$ cat src/rtl/alcom_sched.sv
// alcom_sched: round-robin scheduler sharing one alcom decoder between NREQ requesters.
// Optional back-to-back burst grants are enabled with `define ALCOM_SCHED_BURST_EN.
module alcom_sched #(
  parameter int NREQ      = 4,
  parameter int HOLD_CYC  = 2,
  parameter int BURST_MAX = 4
) (
  input  logic                    clk,
  input  logic                    rst_n,
  input  logic [NREQ-1:0]         req_valid,
  input  logic [4*NREQ-1:0]       req_op,
  input  logic [4*NREQ-1:0]       req_sel,
  input  logic [NREQ-1:0]         req_en,
  output logic [NREQ-1:0]         req_ready,
  output logic [3:0]              dec_op,
  output logic [3:0]              dec_sel,
  output logic                    dec_en,
  output logic                    dec_active,
  output logic [$clog2(NREQ)-1:0] gnt_id,
  output logic                    done,
  output logic                    busy
);
  localparam int IW = $clog2(NREQ);

  if (HOLD_CYC < 1 || HOLD_CYC > 15) begin : g_bad_hold
    $error("alcom_sched: HOLD_CYC out of range 1..15");
  end
  if (BURST_MAX < 1 || BURST_MAX > 15) begin : g_bad_burst
    $error("alcom_sched: BURST_MAX out of range 1..15");
  end

  typedef enum logic [1:0] {S_IDLE, S_DRIVE, S_DONE} state_t;

  state_t          r_state, w_next;
  logic [IW-1:0]   r_last, r_gnt, w_winner, w_src, w_cand;
  logic [IW:0]     w_sum;
  logic            w_any, w_xfer;
  logic [NREQ-1:0] w_ready;
  logic [3:0]      r_cnt, r_op, r_sel, w_op, w_sel;
  logic            r_en, r_active, r_done, r_busy, w_en;
`ifdef ALCOM_SCHED_BURST_EN
  logic [3:0]      r_burst;
`endif

  // Descending scan so the last hit is the nearest requester after r_last.
  always_comb begin
    w_any    = 1'b0;
    w_winner = '0;
    w_sum    = '0;
    w_cand   = '0;
    for (int k = NREQ; k >= 1; k--) begin
      w_sum = {1'b0, r_last} + (IW+1)'(k);
      if (w_sum >= (IW+1)'(NREQ)) w_sum = w_sum - (IW+1)'(NREQ);
      w_cand = w_sum[IW-1:0];
      if (req_valid[w_cand]) begin
        w_any    = 1'b1;
        w_winner = w_cand;
      end
    end
  end

  always_comb begin
    w_ready = '0;
    if (r_state == S_IDLE && w_any) w_ready[w_winner] = 1'b1;
`ifdef ALCOM_SCHED_BURST_EN
    if (r_state == S_DONE && req_valid[r_last] && r_burst < 4'(BURST_MAX))
      w_ready[r_last] = 1'b1;
`endif
  end

  assign req_ready = w_ready;
  assign w_xfer    = |(req_valid & w_ready);
  assign w_src     = (r_state == S_IDLE) ? w_winner : r_last;

  always_comb begin
    w_op  = '0;
    w_sel = '0;
    w_en  = 1'b0;
    for (int i = 0; i < NREQ; i++) begin
      if (w_src == IW'(i)) begin
        w_op  = req_op[4*i +: 4];
        w_sel = req_sel[4*i +: 4];
        w_en  = req_en[i];
      end
    end
  end

  always_comb begin
    w_next = r_state;
    case (r_state)
      S_IDLE:  if (w_xfer) w_next = S_DRIVE;
      S_DRIVE: if (r_cnt == 4'd0) w_next = S_DONE;
      S_DONE:  w_next = w_xfer ? S_DRIVE : S_IDLE;
      default: w_next = S_IDLE;
    endcase
  end

  always_ff @(posedge clk or negedge rst_n) begin
    if (!rst_n) begin
      r_state  <= S_IDLE;
      r_last   <= IW'(NREQ-1);
      r_gnt    <= '0;
      r_cnt    <= '0;
      r_op     <= '0;
      r_sel    <= '0;
      r_en     <= 1'b0;
      r_active <= 1'b0;
      r_done   <= 1'b0;
      r_busy   <= 1'b0;
    end else begin
      r_state <= w_next;
      r_done  <= (w_next == S_DONE);
      r_busy  <= (w_next != S_IDLE);
      if (w_xfer) begin
        r_op     <= w_op;
        r_sel    <= w_sel;
        r_en     <= w_en;
        r_active <= 1'b1;
        r_cnt    <= 4'(HOLD_CYC-1);
        r_gnt    <= w_src;
        r_last   <= w_src;
      end else if (r_state == S_DRIVE) begin
        if (r_cnt == 4'd0) begin
          r_op     <= '0;
          r_sel    <= '0;
          r_en     <= 1'b0;
          r_active <= 1'b0;
        end else begin
          r_cnt <= r_cnt - 4'd1;
        end
      end
    end
  end

`ifdef ALCOM_SCHED_BURST_EN
  // Burst count restarts at 1 on every round-robin grant.
  always_ff @(posedge clk or negedge rst_n) begin
    if (!rst_n) r_burst <= '0;
    else if (w_xfer) r_burst <= (r_state == S_IDLE) ? 4'd1 : r_burst + 4'd1;
  end
`endif

  assign dec_op     = r_op;
  assign dec_sel    = r_sel;
  assign dec_en     = r_en;
  assign dec_active = r_active;
  assign gnt_id     = r_gnt;
  assign done       = r_done;
  assign busy       = r_busy;
endmodule

$ cat config.mk
export PLATFORM = sky130hd
export DESIGN_NAME = alcom_sched
export DESIGN_NICKNAME = d
export VERILOG_FILES = /design/src/rtl/alcom_sched.sv
export SDC_FILE = /design/constraint.sdc
export NUM_CORES = 1
export LEC_CHECK = 0
export CORE_ASPECT_RATIO = 0.9
export CORE_UTILIZATION = 41
export CTS_CLUSTER_DIAMETER = 60
export CTS_CLUSTER_SIZE = 20
export DETAILED_ROUTE_END_ITERATION = 6
export PLACE_DENSITY = 0.78
export SLEW_MARGIN = 10
export SYNTH_ARGS = -nofsm -noshare
export SYNTH_HDL_FRONTEND = slang
export SYNTH_SLANG_ARGS = --single-unit
$ cat constraint.sdc
create_clock -name clk -period 2.3 [get_ports clk]
set_input_delay 0.46 -clock clk [delete_from_list [all_inputs] [get_ports clk]]
set_output_delay 0.46 -clock clk [all_outputs]
set_load 0.1 [all_outputs]
## After elaboration in Yosys (flattened, before gate mapping)

Cells that the tools add are included.

| storage, ports and cells | value |
|---|---|
| word-level logic and storage cells | 99 |
| register bits after elaboration | 22 |
| output and inout bits | 18 |
| bits of input ports | 42 |

| cells by class | value |
|---|---|
| eq/ne operators | 7 |
| order comparisons | 10 |
| bitwise operators | 1 |
| muxes and demuxes | 51 |
| add/sub/neg operators | 9 |
| reduce and logical (&&, ||, !) cells | 11 |

Operator list:

| cell | number |
|---|---|
| two-way mux 4 bit | 16 |
| two-way mux 2 bit | 11 |
| two-way mux 1 bit | 18 |
| less-than comparator 2 x 3 -> 1 bit, second input constant | 5 |
| greater-or-equal comparator 3 bit, second input constant | 4 |
| binary-select mux 1 bit (select 2 bit) | 4 |
| equality test 2 bit, second input constant | 4 |
| subtractor 2 x 1 -> 2 bit, second input constant | 4 |
| adder 2 x 2 -> 3 bit, second input constant | 2 |
| case mux 2 bit (3 select lines) | 1 |
| nonzero test 2 bit | 3 |
| AND 4 bit | 1 |
| equality test 2 x 1 -> 1 bit, second input constant | 2 |
| logical NOT 2 bit | 2 |
| logical NOT 4 bit | 1 |
| AND reduction 2 bit | 2 |
| OR reduction 4 bit | 1 |
| subtractor 4 x 1 -> 4 bit, second input constant | 1 |
| adder 2 x 1 -> 3 bit, second input constant | 1 |
| adder 2 x 3 -> 3 bit, second input constant | 1 |
| demux 1 bit (select 2 bit) | 1 |
| greater-or-equal comparator 2 x 1 -> 1 bit, second input constant | 1 |
| logical AND 1 bit | 2 |
| != test 2 bit, second input constant | 1 |

## Depth between registers and ports, before layout

Gate-level depths: netlist of run 1.

| depth | value |
|---|---|
| depth in word-level cells | 19 |
| depth in mapped cells | 7 |
| depth with buffers taken out | 7 |

## Least setup slack after synthesis of run 1

No wires, ideal clock.

| path | value |
|---|---|
| path type | flip-flop to output port |
| start | register r_last[1] |
| end | output port req_ready[2] |
| path slack | -1783 ps |
| data required time | 1840 ps |
| arrival time | 3623 ps |
| buffers on the path | 1 |
| cell stages (with the launch flop) | 6 |
| cell sequence | dfstp_2 mux2i_1 o22ai_1 a21oi_2 buf_2 nor3b_1 |

| on the way | value |
|---|---|
| word-level cells in the longest chain between the ends | 14 |
| elaborated cells between the ends (all ways) | 39 |
| classes of those cells | 8 x add/sub; 6 x order compare; 23 x mux; 2 x reduce/logical |

RTL lines:

| what | RTL line | RTL |
|---|---|---|
| from (decl) | 35 | `logic [IW-1:0] r_last, r_gnt, w_winner, w_src, w_cand;` |
| from (signal assigned) | 101 | `r_last <= IW'(NREQ-1);` |
| from (signal assigned) | 121 | `r_last <= w_src;` |
| adder 2 x 3 -> 3 bit | 52 | `w_sum = {1'b0, r_last} + (IW+1)'(k);` |
| greater-or-equal comparator 3 bit or subtractor 2 x 1 -> 2 bit (tied branches) | 53 | `if (w_sum >= (IW+1)'(NREQ)) w_sum = w_sum - (IW+1)'(NREQ);` |
| two-way mux 2 bit | 53 |  |
| binary-select mux 1 bit (select 2 bit) | 55 | `if (req_valid[w_cand]) begin` |
| two-way mux 1 bit (not written as such) | 55 |  |
| two-way mux 2 bit (4 in series) | 55 |  |
| less-than comparator 2 x 3 -> 1 bit (not written as such) or greater-or-equal comparator 2 x 1 -> 1 bit (tied branches) | 64 | `if (r_state == S_IDLE && w_any) w_ready[w_winner] = 1'b1;` |
| logical AND 1 bit (not written as such) | 64 |  |
| two-way mux 1 bit (not written as such) | 64 |  |
| demux 1 bit (select 2 bit) | 64 |  |
| two-way mux 4 bit * | 64 |  |
| to (decl) | 14 | `output logic [NREQ-1:0] req_ready,` |

Mark *: on every way between the ends. The rest lies on a longest branch, timed or not. The select of a mux whose other input is x is not followed.

## Worst setup path in the final report of run 1

| path | value |
|---|---|
| start | register r_last[0] |
| end | output port req_ready[3] |

The elaborated chain is that of the path after synthesis.

==> results of run 1 <==
## cell usage after synthesis
cell / count
mux2i_1: 19
buf_2: 1
o221ai_2: 7
or2_1: 1
nand2b_1: 3
a211oi_1: 2
a21oi_1: 3
o21ai_0: 3
buf_6: 3
o221ai_1: 2
ha_1: 2
inv_1: 5
dfstp_2: 2
xnor2_1: 3
nor2_2: 1
and2_4: 1
o21ai_1: 1
nor2_1: 15
o22ai_1: 1
a21oi_2: 1
nor3b_1: 1
or3b_2: 1
and2_1: 1
dfrtp_1: 20
nor4_1: 1
buf_4: 1
a211o_1: 1
o31ai_1: 1
or4_1: 2
nor2b_1: 2
nand2_1: 17
## final cells by class
class	count	area (µm²)
Multi-Input combinational cell	92	748
Fill cell	203	623
Timing Repair Buffer	86	831
Tap cell	40	50.0
Sequential cell	22	553
Clock buffer	4	36.3
Inverter	5	18.8
## power breakdown
part           leakage (nW)  internal (mW)  switching, mW
Clock                0.0210         0.0969          0.124
Combinational         0.745          0.984           1.71
Sequential            0.265          0.576          0.112
## worst register-to-register path: stages, from the launching register on
cell      delay, ps
dfstp_2         590
buf_4           110
buf_4           120
nor2b_1          50
o21ai_2         220
buf_4           170
a211o_1         160
buf_12          150
mux2i_1         240
o221ai_2        120
## repair_timing
| action | CTS | global route |
|---|---|---|
| setup endpoints to repair | 4 | 4 |
| pin swaps | 3 | 8 |
| gates resized for setup | 15 | 5 |
| buffers inserted | 6 | 3 |
## placed cells by master, fill, tap and decap left out, types with 2 or more instances in the layout
cell type	count
o221ai_2	7
inv_1	4
clkbuf_4	3
buf_12	6
nor2b_1	2
nand2b_1	3
or4_4	2
nor2_2	2
ha_1	2
dfrtp_1	20
o221ai_1	2
mux2i_1	19
nand2_1	17
dfstp_2	2
buf_6	3
a21oi_1	3
buf_4	36
o21ai_2	2
and2_4	2
xnor2_1	3
dlygate4sd2_1	3
clkdlybuf4s50_1	37
nor2_1	13
## stage by stage
stage	setup TNS (ps)	setup WS (ps)	power, mW	hold slack, ps
finish	-452	-156	3.60	480
floorplan	-913	-318	2.52	164
global route	-719	-216	3.79	492
detailed placement	-3180	-387	3.22	456
CTS	-458	-182	3.55	478
global placement	-2210	-308	3.17	459
## per-layer routing
| layer | routed length, µm | vias up | GRT usage (%) | part of all wire [%] |
|---|---|---|---|---|
| met5 | 0 | - | 0 | 0 |
| met4 | 68 | 0 | 12.9 | 1.8 |
| met3 | 143 | 7 | 4.42 | 3.9 |
| met2 | 1920 | 35 | 39.9 | 52 |
| met1 | 1560 | 609 | 27.9 | 42 |
| li1 | - | 612 | - | - |
## sequential cells by signal (all words and copies together) (netlist names)
name,flops
busy,1
dec_active,1
dec_en,1
dec_op,4
dec_sel,4
done,1
gnt_id,2
r_cnt,4
r_last,2
r_state,2
## worst min-delay path by stage
stage | startpoint | endpoint | slack (ps) | depth (start not counted)
after floorplan | rst_n | busy | 160 | 0
after global placement | gnt_id[1] | gnt_id[1] | 460 | 2
after detailed placement | r_state[1] | busy | 460 | 1
after CTS | rst_n | r_cnt[0] | 480 | 2
after global routing | rst_n | r_cnt[0] | 490 | 2
final | rst_n | r_cnt[0] | 480 | 2
## logic make-up after synthesis
family | Yosys count
buf+inv | 10
simple gates | 46
compound gates | 22
xor+xnor | 3
mux | 19
flops | 22
fa+ha+maj | 2
==> metrics.csv, run 1 <==
stage;metric;value;unit
outcome;status;finished with violations;
outcome;violations;setup timing;
critical_path;path_cells;a211oi_2 -> or4_4 -> or2_4 -> nor2_4 -> buf_12;
critical_path;r2r_cells;9;
yosys;synth_compound_area_share;15.9;%
yosys;yosysUniqueCellTypes;31;
clock_tree;clk_pin_slew_worst_paths;130;ps
yosys;synthXorXnorAreaFrac;2.05;%
timing;post-route-min-period;2460;ps
worst_hold_path;hold_path_class;in2async;
critical_path;cp.arrival;2000;ps
clock_tree;cts_tree;done;
critical_path;path_max_fanout;4;
clock_tree;ctsHoldBuffers;0;
route;viasPerCell;5.07;
yosys;ys_warn_count;0;
grt;grt_max_degree;23;
layout;synthToLayoutAreaGrowth;74.8;%
timing;grt_setup_unrepaired;true;
timing;setup_ws;-156;ps
critical_path;crit_type;reg2out;
job;drv_cap;0;
die;num_rows;18;
critical_path;crit_path_end;req_ready[3];
critical_path;crit_family;simple AND/OR/NAND/NOR gates;
die;initial_core_util;44.8;%
route;routed_wl;3.69;mm
yosys;ys_ff_latch;22;
yosys;synth_area_leaders;dfrtp_1, mux2i_1, o221ai_2;
critical_path;rr_startpoint;r_last[1];
layout;design_area;0.00224;mm²
clock_tree;clkSinkCount;22;
grt;antenna_found_initial;0;
timing;finClkSkew;6.54;ps
clock_tree;insertion_delay;320;ps
place;place_area;0.00209;mm²
power;power.leakage;1.03;nW
yosys;syn_nets;168;
place;globalplace.congestion;0.788;
clock_tree;htreeDepth;1;
route;drt_first_pass_iters;3;
die;die_y;55.0;µm
route;vias;1263;
yosys;syn-instance-count;124;
clock_tree;cts_buffers;3;
layout;antenna_cells;0;
critical_path;end_kind;output port;
timing;slew_headroom;77.6;%
clock_tree;ctsRootBufferMaster;clkbuf_4;
critical_path;required;1840;ps
yosys;synth_top_area_share;39.1;%
grt;grt-ovfl-total;0;
timing;maxSlewViolCount;0;
layout;layout.nets;254;
timing;hold_viol;0;
timing;worst_slew_pin_slew;336;ps
timing;timing.final.crit_share;107;%
yosys;synth.area.mux_share;14.9;%
grt;grt_pass1_vias;1235;
critical_path;start_kind;flip-flop;
die;io_pins;60;
power;p_per_area;1610;mW/mm²
place;port_buffers;59;
critical_path;cp.depth;5;
timing;setup_viol;4;
yosys;synth_top_family_by_area;simple AND/OR/NAND/NOR gates;
route;wl_per_cell;14.8;µm
yosys;yosys.area.top_type;dfrtp_1;
timing;max_freq;407;MHz
yosys;yosys.area_share.simple;16.9;%
critical_path;max_stage_delay;610;ps
critical_path;worstSetupStartpoint;r_last[0];
critical_path;r2r_setup_slack;250;ps
place;hpwl;2.78;mm
critical_path;worstReg2RegEnd;dec_sel[0];
yosys;syn-cell-area;0.00128;mm²
yosys;synth_seq_area_share;43.2;%
route;ant_nets;0;
yosys;syn_area_per_cell;10.3;µm²
layout;final_cells;249;
power;ir_worst_vdd;0.000893;V
clock_tree;clk_path_buf_depth;2;
place;dp.cells;236;
grt;grt_usage;23.3;%
grt;grt_pass1_wl;5.51;mm
layout;drive_above_1_share;36.4;%
route;drt_iter0_markers;13;
die;core_area;0.00286;mm²
critical_path;crit_slowest_cell;dfstp_2;
die;dieArea;0.00335;mm²
layout;final_util;78.2;%
route;drc;0;
die;die_width;60.9;µm
yosys;synth-adder-area-share;1.96;%
critical_path;crit_buf_inv;1;
No activity file was read; power rests on OpenSTA's default activity.
==> inputs of run 2 (changes only) <==
--- a/config.mk
+++ b/config.mk
@@ -5,12 +5,15 @@
 export SDC_FILE = /design/constraint.sdc
 export NUM_CORES = 1
 export LEC_CHECK = 0
+export ABC_CLOCK_PERIOD_IN_PS = 2300
 export CORE_ASPECT_RATIO = 0.9
+export CORE_MARGIN = 5
 export CORE_UTILIZATION = 41
 export CTS_CLUSTER_DIAMETER = 60
 export CTS_CLUSTER_SIZE = 20
 export DETAILED_ROUTE_END_ITERATION = 6
 export PLACE_DENSITY = 0.78
+export SKIP_LAST_GASP = 1
 export SLEW_MARGIN = 10
 export SYNTH_ARGS = -nofsm -noshare
 export SYNTH_HDL_FRONTEND = slang
==> run 2 against run 1 <==
  * The flow still finishes with violations (setup timing)
  * Critical path depth stayed put
  * Maximum frequency barely moved
  * Non-clock buffer count grew 4
  * Clock-buffer cell count down 1
  * Worst setup slack worse by 0.76 ps
  * Die area is 30% higher
  * Critical path type unchanged
  * Critical endpoint unchanged
  * Clock skew is 5.2 ps lower
  * Highest routed layer unchanged
  * Sequential power up 0.7%
  * Register-to-register slack worse by 40 ps
  * Total power increased by 2.2%
  * Cell area is 2.3% higher
==> metrics.csv, run 2 (same netlist as run 1, synthesis figures left out) <==
stage;metric;value;unit;change
outcome;status;finished with violations;;
outcome;violations;setup timing;;
critical_path;end_kind;output port;;
die;io_pins;60;;unchanged
layout;final_cells;254;;+2.0%
layout;final_util;75.8;%;-2.4 points
power;p_per_area;1610;mW/mm²;-0.17%
timing;post-route-min-period;2460;ps;+0.758 ps
power;power.total;3.68;mW;+2.2%
timing;hold_viol;0;;unchanged
critical_path;r2r_cells;9;;unchanged
layout;fillers;200;;-1.5%
die;dieArea;0.00434;mm²;+30%
critical_path;path_cells;a211oi_2 -> or4_4 -> or2_4 -> nor2_4 -> buf_12;;
die;die_y;63.0;µm;+15%
clock_tree;clk_pin_slew_worst_paths;120;ps;about the same
route;ant_nets;0;;unchanged
layout;antenna_cells;0;;unchanged
critical_path;required;1840;ps;about the same
critical_path;worstReg2RegEnd;dec_sel[3];;
critical_path;max_stage_delay;610;ps;about the same
route;vias;1306;;+3.4%
timing;slew_headroom;80.6;%;+3.0 points
critical_path;r2r_setup_slack;210;ps;-40 ps
layout;synthToLayoutAreaGrowth;78.9;%;
layout;design_area;0.00229;mm²;+2.3%
layout;layout_common_cells;clkdlybuf4s50_1, buf_4, dfrtp_1, mux2i_1, nand2_1;;
critical_path;rr_startpoint;r_last[1];;
timing;max_freq;407;MHz;about the same
place;place_area;0.00211;mm²;+0.84%
clock_tree;clkSinkCount;22;;unchanged
grt;grt_usage;20.5;%;-2.8 points
power;power.leakage;1.05;nW;+1.6%
grt;grt_max_degree;23;;unchanged
critical_path;crit_buf_inv;1;;unchanged
power;ir_worst_vdd;0.000903;V;+1.1%
layout;multiInputGateArea;769;µm²;+2.8%
layout;register_area;553;µm²;unchanged
route;drt_iter0_markers;57;;+44
critical_path;start_kind;flip-flop;;
timing;hold-worst-slack;487;ps;+7.90 ps
grt;grt-ovfl-total;0;;unchanged
place;hpwl;3.14;mm;+13%
timing;timing.final.crit_share;107;%;about the same
job;drv_cap;0;;unchanged
critical_path;path_max_fanout;5;;+1
timing;maxSlewViolCount;0;;unchanged
clock_tree;insertion_delay;300;ps;-20 ps
place;globalplace.congestion;0.911;;+16%
route;viasPerCell;5.14;;+1.4%
critical_path;cp.arrival;2000;ps;about the same
critical_path;crit_slowest_cell;dfstp_2;;
timing;grt_setup_unrepaired;true;;
die;num_rows;19;;+1
timing;worst_slew_pin_slew;288;ps;-47.9 ps
die;die_width;68.9;µm;+13%
layout;layout.nets;258;;+1.6%
route;drt_first_pass_iters;4;;+1
route;routed_wl;4.15;mm;+13%
timing;fin_setup_tns;-364;ps;+88.0 ps
clock_tree;cts_tree;done;;
clock_tree;clk_path_buf_depth;2;;unchanged
route;drc;0;;unchanged
place;place_ws;-368;ps;+18.9 ps
die;initial_core_util;42.4;%;-2.4 points
route;wl_per_cell;16.4;µm;+10%
timing;finClkSkew;1.29;ps;-5.25 ps
place;dp.cells;240;;+1.7%
critical_path;crit_family;simple AND/OR/NAND/NOR gates;;
worst_hold_path;hold_path_class;in2async;;
timing;setup_ws;-156;ps;-0.758 ps
clock_tree;ctsRootBufferMaster;clkbuf_4;;
grt;grt_pass1_wl;6.77;mm;+23%
critical_path;crit_type;reg2out;;
clock_tree;htreeDepth;1;;unchanged
layout;drive_above_1_share;37.3;%;+0.90 points
place;port_buffers;59;;unchanged
grt;antenna_found_initial;0;;unchanged
timing;setup_viol;3;;-1
die;core_area;0.00302;mm²;+5.6%
grt;grt_pass1_vias;1438;;+16%
clock_tree;cts_buffers;3;;unchanged
[run 2: how the worst max path moves through the flow]
stage	startpoint	endpoint	slack [ps]	cells after the start
floorplan	r_last[1]	req_ready[2]	-320	5
global placement	req_valid[3]	req_ready[3]	-280	6
detailed placement	req_valid[1]	req_ready[0]	-370	7
CTS	r_last[0]	req_ready[3]	-120	5
global route	r_last[0]	req_ready[3]	-230	5
finish	r_last[0]	req_ready[3]	-160	5
[run 2: per-layer routing]
layer / up-vias / GRT usage (%) / wire, µm / part of all wire [%]
met2: 51 / 36.2 / 2240 / 54
met1: 630 / 25.9 / 1680 / 41
li1: 615 / - / - / -
met5: - / 0 / 0 / 0
met3: 10 / 1.80 / 171 / 4.1
met4: 0 / 5.84 / 59 / 1.4
[run 2: timing repair]
item	in CTS	in global routing
setup buffers	11	0
pin swaps	8	4
endpoints found under the setup margin	4	4
gates resized for setup	21	3
hold buffers	0	0
[run 2: power by group]
part	total [mW]	internal (mW)	leakage (nW)	switching [mW]
clock network	0.174	0.0611	0.0138	0.113
logic	2.82	1.04	0.768	1.78
registers	0.693	0.576	0.265	0.117
total	3.68	1.68	1.05	2.01
[run 2: layout make-up]
class	instances	share of cell area, %
clock buffers	3	0.984
inverters	5	0.820
multi-input cells	92	33.6
flip-flops and latches	22	24.2
well taps	42	2.30
repair buffers	90	38.1
==> RTL change (flow settings as in run 1) <==
Build with the macro `ALCOM_SCHED_BURST_EN` defined.
--- a/src/rtl/alcom_sched.sv
+++ b/src/rtl/alcom_sched.sv
@@ -2,2 +2,4 @@
 // Optional back-to-back burst grants are enabled with `define ALCOM_SCHED_BURST_EN.
+`define ALCOM_SCHED_BURST_EN
+
 module alcom_sched #(
Formal check against the unedited RTL: not equivalent (a bounded check fails within 4 cycles, from zero or initial values and one cycle with rst_n low).
==> RTL change against run 1 <==
The run still ends with negative setup slack left. Hold slack gained 0.023 ns. Maximum frequency decreased by 16%. Area after synthesis up 65%. Routed wire length grew 74%. Worst setup slack worse by 0.48 ns. Non-clock buffer count increased by 28. Cell area grew 54%. Sequential cell count grew 4.
Power is not shown: default switching activity piles up to over one toggle a cycle in this logic, so the estimate is an artifact.
==> RTL change: results (changes against run 1) <==
Status
  – Status: finished, violations left (unchanged)
  – Violated checks: negative setup slack (unchanged)

CTS
  – CTS clk-pin slew, worst paths: 0.09 ns (was 0.13 ns)
  – Clk buf depth: 2 (unchanged)
  – Clock buffer count from CTS: 3 (unchanged)
  – Max H-tree Level: 1 (unchanged)
  – Root Buffer: clkbuf_8 (was clkbuf_4)
  – Skew-Pair Late Insertion Delay: 0.27 ns (was 0.32 ns)

Synthesis
  – Number of synthesis warnings: 0 (unchanged)
  – Sequential area share after synthesis: 0.3089 (was 0.4321)
  – Syn nets: 272 (was 168)
  – Top post-synthesis cells by area: dfrtp_1 (28%), a32o_1 (8.5%), nand2_1 (5.1%) (was dfrtp_1 (39%), mux2i_1 (15%), o221ai_2 (8.2%))
  – Post-synth top cells: nand2_1 (29), dfrtp_1 (24), a32o_1 (18) (was dfrtp_1 (20), mux2i_1 (19), nand2_1 (17))
  – Yosys cell types: 58 (was 31)
  – Synth Area per Inst: 9.482 um2 (was 10.32 um2)
  – Synth top area share: 0.2840 (was 0.3910)

Global route
  – Met2 Use GR: 0.3894 (was 0.3993)
  – GRT Util Overall: 0.2302 (was 0.2333)
  – Largest net degree at the start of global routing: 27 (was 23)
  – Grt met1 use: 0.2826 (was 0.2792)
  – GRT met3 Usage: 0.04967 (was 0.04419)
  – First-pass GRT wire length: 9894 um (was 5506 um)
  – Vias in the first global route: 2209 (was 1235)

STA
  – Fin Clk Skew: 0.005125 ns (was 0.006541 ns)
  – Final setup fails: 15 (was 4)
  – Worst-Margin Slew: 0.4988 ns (was 0.3363 ns)
  – Final Worst Setup Slack: -0.6353 ns (was -0.1555 ns)

Setup path
  – Crit path from: r_last[1] (was r_last[0])
  – CP Data Arrival Time: 2.48 ns (was 2.00 ns)
  – Worst-path fanout max: 6 (was 4)

Placement
  – Post-DP HPWL: 4558 um (was 2784 um)
  – Routability cong.: 0.8765 (was 0.7884)
  – Buffers on Ports: 59 (unchanged)
  – Inst Count DP: 377 (was 236)

Layout
  – Layout cell share with drive strength beyond 1: 0.4092 (was 0.3636)
  – Fill cells: 362 (was 203)
  – Nets: 375 (was 254)
  – Non-filler cells, final: 390 (was 249)

Route
  – DR WL/cell: 16.48 um (was 14.82 um)
  – Drt pass-1 iters: 4 (was 3)
  – Iter 0 DRT Violations: 131 (was 13)
  – Vias: 2264 (was 1263)

Min path
  – Hold WC Path Type: reg2reg (was in2async)
==> RTL change: changes by cell type after synthesis, moves of 7 or more <==
cell and change:
nor3_1 +10, a221oi_1 +10, and2_0 +8, o221ai_2 -7, o31ai_1 +8, mux2i_1 -17, nand2_1 +12, a32o_1 +18
o211ai_1 +9
==> RTL change: final timing paths <==
path | cells after the start | slack, ns | endpoint
max in group asynchronous | 2 | 1.45 | r_last[1]
min in group asynchronous | 2 | 0.55 | dec_op[0]
setup / recovery | 9 | -0.64 | req_ready[2]
hold / removal | 1 | 0.50 | r_burst[0]
setup reg to reg | 11 | -0.37 | dec_op[0]
hold reg to reg | 1 | 0.50 | r_burst[0]
==> RTL change: cell type report <==
class                           count  area [um2]  share of cell area
Multi-Input combinational cell    173        1553              0.4505
Timing Repair Buffer              114        1070              0.3103
Sequential cell                    26       653.1              0.1895
Tap cell                           65       81.33             0.02359
Clock buffer                        4       55.05             0.01597
Inverter                            8       35.03             0.01016
==> RTL change: stage by stage <==
step	setup WS (ns)	instance area (um2)	TNS (ns)
after detailed placement	-0.5524	3087	-7.255
final	-0.6353	3447	-5.846
after CTS	-0.6217	3213	-6.234
after global routing	-0.7332	3447	-7.384
after global placement	-0.4832	3087	-5.948
after floorplan	-0.9037	2188	-6.199
==> RTL change: worst max-delay path, cell delays in order (launching register included) <==
cell	delay, ns
dfstp_2	0.56
inv_4	0.04
ha_4	0.26
mux2_4	0.27
a22o_1	0.26
a211oi_4	0.23
o22ai_4	0.11
inv_2	0.09
a32o_4	0.21
buf_12	0.17
==> RTL change: logic make-up after synthesis <==
kind of cell / count (synthesis) / synth area share
xor+xnor: 3 / 0.01243
fa+ha+maj: 7 / 0.04142
compound gates: 80 / 0.3254
flops: 26 / 0.3089
simple gates: 74 / 0.1781
buf+inv: 25 / 0.08580
mux: 8 / 0.04793
==> RTL change: routing by layer <==
metal	up-vias	routed length (um)
met5	-	0
met4	0	212
met3	20	356
met2	95	3219
met1	1074	2640
li1	1075	-
==> RTL change: repair_timing <==
action / in CTS / in global routing
buffers inserted: 4 / 5
pin swaps: 5 / 18
resized for setup: 9 / 34
endpoints found under the setup margin: 15 / 19
cloned: 0 / 1
